## src/rtl/piece_sequencer_if.sv

```systemverilog
// Bundle of piece_sequencer signals: generator handshake, spawn/hold requests, delivery and preview.
interface piece_sequencer_if #(
    parameter int unsigned PREVIEW_DEPTH = 3
);
    logic [2:0]                 rand_idx;
    logic                       new_block;
    logic                       spawn_req;
    logic                       hold_req;
    logic                       piece_valid;
    logic [2:0]                 piece_idx;
    logic [3*PREVIEW_DEPTH-1:0] preview;
    logic                       hold_valid;
    logic [2:0]                 hold_idx;
    logic                       queue_ready;

    modport master (
        output rand_idx, spawn_req, hold_req,
        input  new_block, piece_valid, piece_idx, preview, hold_valid, hold_idx, queue_ready
    );

    modport slave (
        input  rand_idx, spawn_req, hold_req,
        output new_block, piece_valid, piece_idx, preview, hold_valid, hold_idx, queue_ready
    );
endinterface

```

## src/rtl/piece_sequencer.sv

```systemverilog
// 7-bag piece queue with preview window and delivery handshake.
// Define PIECE_HOLD_EN to build the hold/swap slot; otherwise hold_req is ignored.
module piece_sequencer #(
    parameter int unsigned PREVIEW_DEPTH = 3
) (
    input  logic             Clk,
    input  logic             Reset,
    piece_sequencer_if.slave bus
);
    localparam int unsigned QUEUE_DEPTH = PREVIEW_DEPTH + 1;
    localparam int unsigned CNT_W       = $clog2(QUEUE_DEPTH + 1);
    localparam int unsigned PW          = 3;
    localparam int unsigned BAG_W       = 7;

    typedef enum logic {S_FILL, S_READY} state_t;

    state_t            r_state, w_state_nxt;
    logic [PW-1:0]     r_queue     [QUEUE_DEPTH];
    logic [PW-1:0]     w_queue_nxt [QUEUE_DEPTH];
    logic [CNT_W-1:0]  r_count, w_count_nxt;
    logic [BAG_W-1:0]  r_bag, w_bag_nxt;
    logic              r_piece_valid, w_piece_valid_nxt;
    logic [PW-1:0]     r_piece_idx, w_piece_idx_nxt;
    logic              r_active, w_active_nxt;
    logic              w_deliver;

    logic [BAG_W:0]    w_bag_ext;
    logic [PW-1:0]     w_pick;
    logic [BAG_W-1:0]  w_bag_set;
    logic [BAG_W-1:0]  w_bag_after;

`ifdef PIECE_HOLD_EN
    logic              r_hold_valid, w_hold_valid_nxt;
    logic [PW-1:0]     r_hold_idx, w_hold_idx_nxt;
    logic              r_hold_lock, w_hold_lock_nxt;
`endif

    // Index 7 ("no piece") is treated as an always-taken bag slot so it falls back to the lowest free piece.
    assign w_bag_ext = {1'b1, r_bag};

    always_comb begin
        w_pick = bus.rand_idx;
        if (w_bag_ext[bus.rand_idx]) begin
            w_pick = '0;
            for (int i = int'(BAG_W) - 1; i >= 0; i--) begin
                if (!r_bag[i]) w_pick = PW'(i);
            end
        end
    end

    // A completed bag clears in the same cycle so the next append starts fresh.
    assign w_bag_set   = r_bag | (BAG_W'(1) << w_pick);
    assign w_bag_after = (&w_bag_set) ? '0 : w_bag_set;

    always_comb begin
        w_state_nxt       = r_state;
        w_queue_nxt       = r_queue;
        w_count_nxt       = r_count;
        w_bag_nxt         = r_bag;
        w_piece_valid_nxt = 1'b0;
        w_piece_idx_nxt   = r_piece_idx;
        w_active_nxt      = r_active;
        w_deliver         = 1'b0;
`ifdef PIECE_HOLD_EN
        w_hold_valid_nxt  = r_hold_valid;
        w_hold_idx_nxt    = r_hold_idx;
        w_hold_lock_nxt   = r_hold_lock;
`endif

        case (r_state)
            S_FILL: begin
                for (int i = 0; i < int'(QUEUE_DEPTH); i++) begin
                    if (r_count == CNT_W'(i)) w_queue_nxt[i] = w_pick;
                end
                w_count_nxt = r_count + CNT_W'(1);
                w_bag_nxt   = w_bag_after;
                if (r_count == CNT_W'(QUEUE_DEPTH - 1)) w_state_nxt = S_READY;
            end
            S_READY: begin
                if (bus.spawn_req) begin
                    w_deliver = 1'b1;
`ifdef PIECE_HOLD_EN
                    w_hold_lock_nxt = 1'b0;
`endif
                end
`ifdef PIECE_HOLD_EN
                else if (bus.hold_req && r_active && !r_hold_lock) begin
                    w_hold_lock_nxt = 1'b1;
                    w_hold_idx_nxt  = r_piece_idx;
                    if (!r_hold_valid) begin
                        // Empty slot: stash the active piece and pull the next one from the queue.
                        w_hold_valid_nxt = 1'b1;
                        w_deliver        = 1'b1;
                    end else begin
                        w_piece_idx_nxt   = r_hold_idx;
                        w_piece_valid_nxt = 1'b1;
                    end
                end
`endif
            end
            default: w_state_nxt = S_FILL;
        endcase

        // Queue-head delivery shifts the queue and reopens filling.
        if (w_deliver) begin
            w_piece_valid_nxt = 1'b1;
            w_piece_idx_nxt   = r_queue[0];
            w_active_nxt      = 1'b1;
            for (int i = 0; i < int'(QUEUE_DEPTH) - 1; i++) begin
                w_queue_nxt[i] = r_queue[i+1];
            end
            w_queue_nxt[QUEUE_DEPTH-1] = '0;
            w_count_nxt = r_count - CNT_W'(1);
            w_state_nxt = S_FILL;
        end
    end

    always_ff @(posedge Clk) begin
        if (Reset) begin
            r_state       <= S_FILL;
            for (int i = 0; i < int'(QUEUE_DEPTH); i++) r_queue[i] <= '0;
            r_count       <= '0;
            r_bag         <= '0;
            r_piece_valid <= 1'b0;
            r_piece_idx   <= '0;
            r_active      <= 1'b0;
        end else begin
            r_state       <= w_state_nxt;
            r_queue       <= w_queue_nxt;
            r_count       <= w_count_nxt;
            r_bag         <= w_bag_nxt;
            r_piece_valid <= w_piece_valid_nxt;
            r_piece_idx   <= w_piece_idx_nxt;
            r_active      <= w_active_nxt;
        end
    end

`ifdef PIECE_HOLD_EN
    always_ff @(posedge Clk) begin
        if (Reset) begin
            r_hold_valid <= 1'b0;
            r_hold_idx   <= '0;
            r_hold_lock  <= 1'b0;
        end else begin
            r_hold_valid <= w_hold_valid_nxt;
            r_hold_idx   <= w_hold_idx_nxt;
            r_hold_lock  <= w_hold_lock_nxt;
        end
    end

    assign bus.hold_valid = r_hold_valid;
    assign bus.hold_idx   = r_hold_idx;
`else
    logic w_unused_hold;
    assign w_unused_hold  = bus.hold_req ^ r_active;
    assign bus.hold_valid = 1'b0;
    assign bus.hold_idx   = '0;
`endif

    // Draw strobe must drop immediately while Reset is held, so it is gated by Reset directly.
    assign bus.new_block   = (r_state == S_FILL) && !Reset;
    assign bus.queue_ready = (r_state == S_READY);
    assign bus.piece_valid = r_piece_valid;
    assign bus.piece_idx   = r_piece_idx;

    always_comb begin
        bus.preview = '0;
        for (int i = 0; i < int'(PREVIEW_DEPTH); i++) begin
            bus.preview[PW*i +: PW] = r_queue[i];
        end
    end

endmodule

```

## src/flat_wrapper.sv

```systemverilog
// flat-port wrapper written by rule: the top's interface ports become plain ports
module piece_sequencer_flat 
#(
    parameter int unsigned PREVIEW_DEPTH = 3
)
  (Clk, Reset, bus_rand_idx, bus_spawn_req, bus_hold_req, bus_new_block, bus_piece_valid, bus_piece_idx, bus_preview, bus_hold_valid, bus_hold_idx, bus_queue_ready);
  piece_sequencer_if #(.PREVIEW_DEPTH(PREVIEW_DEPTH)) bus_i ();
  input  logic Clk;
  input  logic Reset;
  input wire logic [$bits(bus_i.rand_idx)-1:0] bus_rand_idx;
  input wire logic [$bits(bus_i.spawn_req)-1:0] bus_spawn_req;
  input wire logic [$bits(bus_i.hold_req)-1:0] bus_hold_req;
  output wire logic [$bits(bus_i.new_block)-1:0] bus_new_block;
  output wire logic [$bits(bus_i.piece_valid)-1:0] bus_piece_valid;
  output wire logic [$bits(bus_i.piece_idx)-1:0] bus_piece_idx;
  output wire logic [$bits(bus_i.preview)-1:0] bus_preview;
  output wire logic [$bits(bus_i.hold_valid)-1:0] bus_hold_valid;
  output wire logic [$bits(bus_i.hold_idx)-1:0] bus_hold_idx;
  output wire logic [$bits(bus_i.queue_ready)-1:0] bus_queue_ready;
  assign bus_i.rand_idx = bus_rand_idx;
  assign bus_i.spawn_req = bus_spawn_req;
  assign bus_i.hold_req = bus_hold_req;
  assign bus_new_block = bus_i.new_block;
  assign bus_piece_valid = bus_i.piece_valid;
  assign bus_piece_idx = bus_i.piece_idx;
  assign bus_preview = bus_i.preview;
  assign bus_hold_valid = bus_i.hold_valid;
  assign bus_hold_idx = bus_i.hold_idx;
  assign bus_queue_ready = bus_i.queue_ready;
  piece_sequencer #(.PREVIEW_DEPTH(PREVIEW_DEPTH)) u_core (.Clk(Clk), .Reset(Reset), .bus(bus_i));
endmodule
```

## config.mk

```make
export PLATFORM = sky130hd
export DESIGN_NAME = piece_sequencer_flat
export DESIGN_NICKNAME = d
export VERILOG_FILES = /design/src/rtl/piece_sequencer_if.sv /design/src/rtl/piece_sequencer.sv /design/src/flat_wrapper.sv
export SDC_FILE = /design/constraint.sdc
export NUM_CORES = 1
export LEC_CHECK = 0
export BUFFER_PORTS_ARGS = -buffer_cell sky130_fd_sc_hd__buf_4
export CORE_UTILIZATION = 30
export CTS_CLUSTER_DIAMETER = 40
export DETAILED_ROUTE_END_ITERATION = 6
export SYNTH_ARGS = -nofsm -noshare
export SYNTH_HDL_FRONTEND = slang
export SYNTH_SLANG_ARGS = --single-unit
```

## constraint.sdc

```tcl
create_clock -name Clk -period 2.4 [get_ports Clk]
set_input_delay 0.12 -clock Clk [delete_from_list [all_inputs] [get_ports Clk]]
set_output_delay 0.12 -clock Clk [all_outputs]
set_load 0.01 [all_outputs]
```

==> impl_metrics.yaml <==
outcome:
  status: "finished, final reports clean"
timing:
  max_freq_mhz: 437.7
  holdWs_ns: 0.2029
  rsz0062_at_grt: "no"
  fin_crit_ns: 2.285
  tightest_slew_ns: 0.6673
  timing.final.crit_share_pct: 95.21
  hold_viol: 0
  tns_ns: 0
  skew_ns: 0.007234
  maxSlewViolCount: 0
  max-slew-margin-rel_pct: 55.35
  finalSetupViolations: 0
placed_design:
  place_congestion: 0.7300
  portBuffers: 20
  hpwl_um: 2469
  placed_cells: 263
floorplan:
  die_w_um: 74.55
  core_sq_um: 5075
  start_util_pct: 31.11
  rows: 26
  die_h_um: 74.55
  dieArea_sq_um: 5558
  ios: 26
drt:
  wl_um: 3366
  routedWlPerCell_um: 12.61
  drtIter0Drc: 91
  viasPerCell: 4.970
  num_vias: 1327
  drc: 0
  antenna_left: 0
  dr.pass1.iters: 4
worst_setup_path:
  start_kind: "flop"
  cp.arrival_ns: 2.43
  crit_path_end_kind: "flop"
  path_class: "reg2reg"
  cp_slowest_stage_delay_ns: 0.58
  crit_chain: "mux2_4 > o22ai_4 > o221ai_4 > mux2i_2 > or4_1 > nand3_4 > a211oi_1"
  required_ns: 2.55
  slowest_stage: "or4_1"
  cp_max_fo: 8
grt:
  grt-ovfl-total: 0
  gr-usage-all-layers_pct: 12.71
  use_met3_pct: 0.9485
  use_met1_pct: 18.54
  busiest_layer: "met2"
  met2_usage_pct: 19.92
  grt_max_degree: 29
  antenna_found_initial: 0
  grt_pass1_vias: 1165
  grt_pass1_wl_um: 5602
clock_network:
  cts_htree_levels: 1
  cts_resized: 0
  cts_sinks: 27
  numCtsBuffers: 3
  cts_buffer_depth: 2
  path_clk_slew_ns: 0.09
  cts-root-buf: "clkbuf_8"
  cts_tree: "done"
  insertion_delay_ns: 0.27
  postCtsSetupRepairBufs: 0
  cts_hold_buffers: 0
layout:
  synthToLayoutAreaGrowth_pct: 15.29
  final_cell_mix: "31 x buf_4, 27 x dfxtp_1, 18 x a21oi_1"
  final_layout_size_suffix_gt1_share_pct: 23.86
  nNetsFinal: 211
  fill_cells: 539
  stdcell_count: 267
  layout_commonest_cell: "buf_4"
  diodes: 0
  finish.utilization_pct: 35.87
yosys:
  avgSynthCellArea_sq_um: 8.724
  synth_area_leaders: "dfxtp_1 34%, buf_4 6.2%, a21oi_1 5.7%, ha_1 4.8%, nor2_1 3.8%"
  synth_top_area_share_pct: 34.23
  synth_cells: 181
  ys_seq_area_share_pct: 34.23
  synth_seq_cells: 27
  syn_area_sq_um: 1579
  synth_largest_area_cell: "dfxtp_1"
  ys.warnings.count: 0
  ys_types: 39
power_and_ir_drop:
  power_density_nw_per_um2: 580.3
  p_leak_uw: 0.0006903
  ir_drop_v: 0.0002559
run:
  maxCapViolCount: 0
hold_path:
  hold_path.class: "in2reg"
[worst max-delay path, delay by kind of cell (launching register included)]
kind	cells	cell delay [ns]
AOI/OAI and AO/OA	3	0.49
and+or+nand+nor	2	0.73
DFF	1	0.38
muxes	2	0.56
[state kept, by name, indices dropped and copies added, names as in the netlist]
signal	flops
u_core.bus.piece_idx	3
u_core.bus.queue_ready	1
u_core.r_queue	3
u_core.r_count	3
u_core.bus.piece_valid	1
u_core.r_bag	7
u_core.bus.preview	9
[Yosys cell counts]
cell type	n
nor2_1	16
or3_1	1
o41a_1	1
dfxtp_1	27
a221oi_2	2
nor2b_1	3
nor3_1	1
a21oi_1	18
inv_1	8
a21o_1	1
a22oi_1	6
buf_1	2
mux2i_2	2
xnor2_1	2
or4_1	1
buf_6	1
ha_1	6
a22o_1	3
nand3_4	1
nand2_1	14
nand2b_1	3
or4_4	1
mux2i_1	4
a31oi_1	9
a211oi_1	5
o221ai_4	1
mux2_2	1
nand4_1	2
a311oi_1	1
mux2_4	2
conb_1	1
a32oi_2	1
a2111oi_0	2
clkbuf_1	6
o21ai_0	1
buf_4	13
nand3_1	10
o22ai_4	1
and2_1	1
[per-stage QoR]
stage / instance area [sq um] / setup WS [ns] / total power, uW
floorplan: 1590 / 0.2334 / 732.5
finish: 1821 / 0.1151 / 1057
CTS: 1821 / 0.1134 / 1067
detailed placement: 1772 / 0.1287 / 808.8
global placement: 1772 / 0.1508 / 805.8
global route: 1821 / 0.01868 / 1120
[cells by family (layout without fill, tap and decap cells)]
group,count (synthesis),count (layout),share of synthesized area (%)
muxes,9,9,6.894
buffers and inverters,30,43,10.70
AOI/OAI and AO/OA,52,52,25.20
other,1,4,0.2375
xor gates and xnor gates,2,2,1.110
DFF,27,27,34.23
and+or+nand+nor,54,54,16.88
adders and majority gates,6,6,4.754
[power by group]
| group | internal (uW) | total (uW) | leakage [uW] | switching [uW] |
|---|---|---|---|---|
| combinational | 126 | 285 | 0.000448 | 159 |
| sequential | 483 | 516 | 0.000220 | 32.8 |
| clock | 118 | 256 | 0.0000217 | 139 |
| total | 727 | 1060 | 0.000690 | 330 |
[cell type report]
class | instances | area [sq um] | share of cell area (%)
Multi-Input combinational cell | 127 | 880.8 | 48.38
Sequential cell | 27 | 540.5 | 29.69
Timing Repair Buffer | 31 | 232.7 | 12.78
Tap cell | 70 | 87.58 | 4.811
Clock buffer | 3 | 41.29 | 2.268
Inverter | 8 | 30.03 | 1.649
Clock inverter | 1 | 7.507 | 0.4124
[per-layer routing]
layer	vias up	part of all wire, %
met2	23	48
li1	672	-
met1	628	49
met5	-	0
met3	4	2.9
met4	0	0.83
[path summary, 6_finish.rpt]
kind / startpoint / to / slack (ns) / cells after the start
setup / recovery: u_core.r_bag[4] / u_core.r_bag[5] / 0.12 / 7
hold / removal: bus_spawn_req / u_core.bus.piece_valid / 0.20 / 3
setup reg to reg: u_core.r_bag[4] / u_core.r_bag[5] / 0.12 / 7
hold reg to reg: u_core.bus.piece_idx[2] / u_core.bus.piece_idx[2] / 0.46 / 2
No activity file was read; power rests on OpenSTA's default activity.
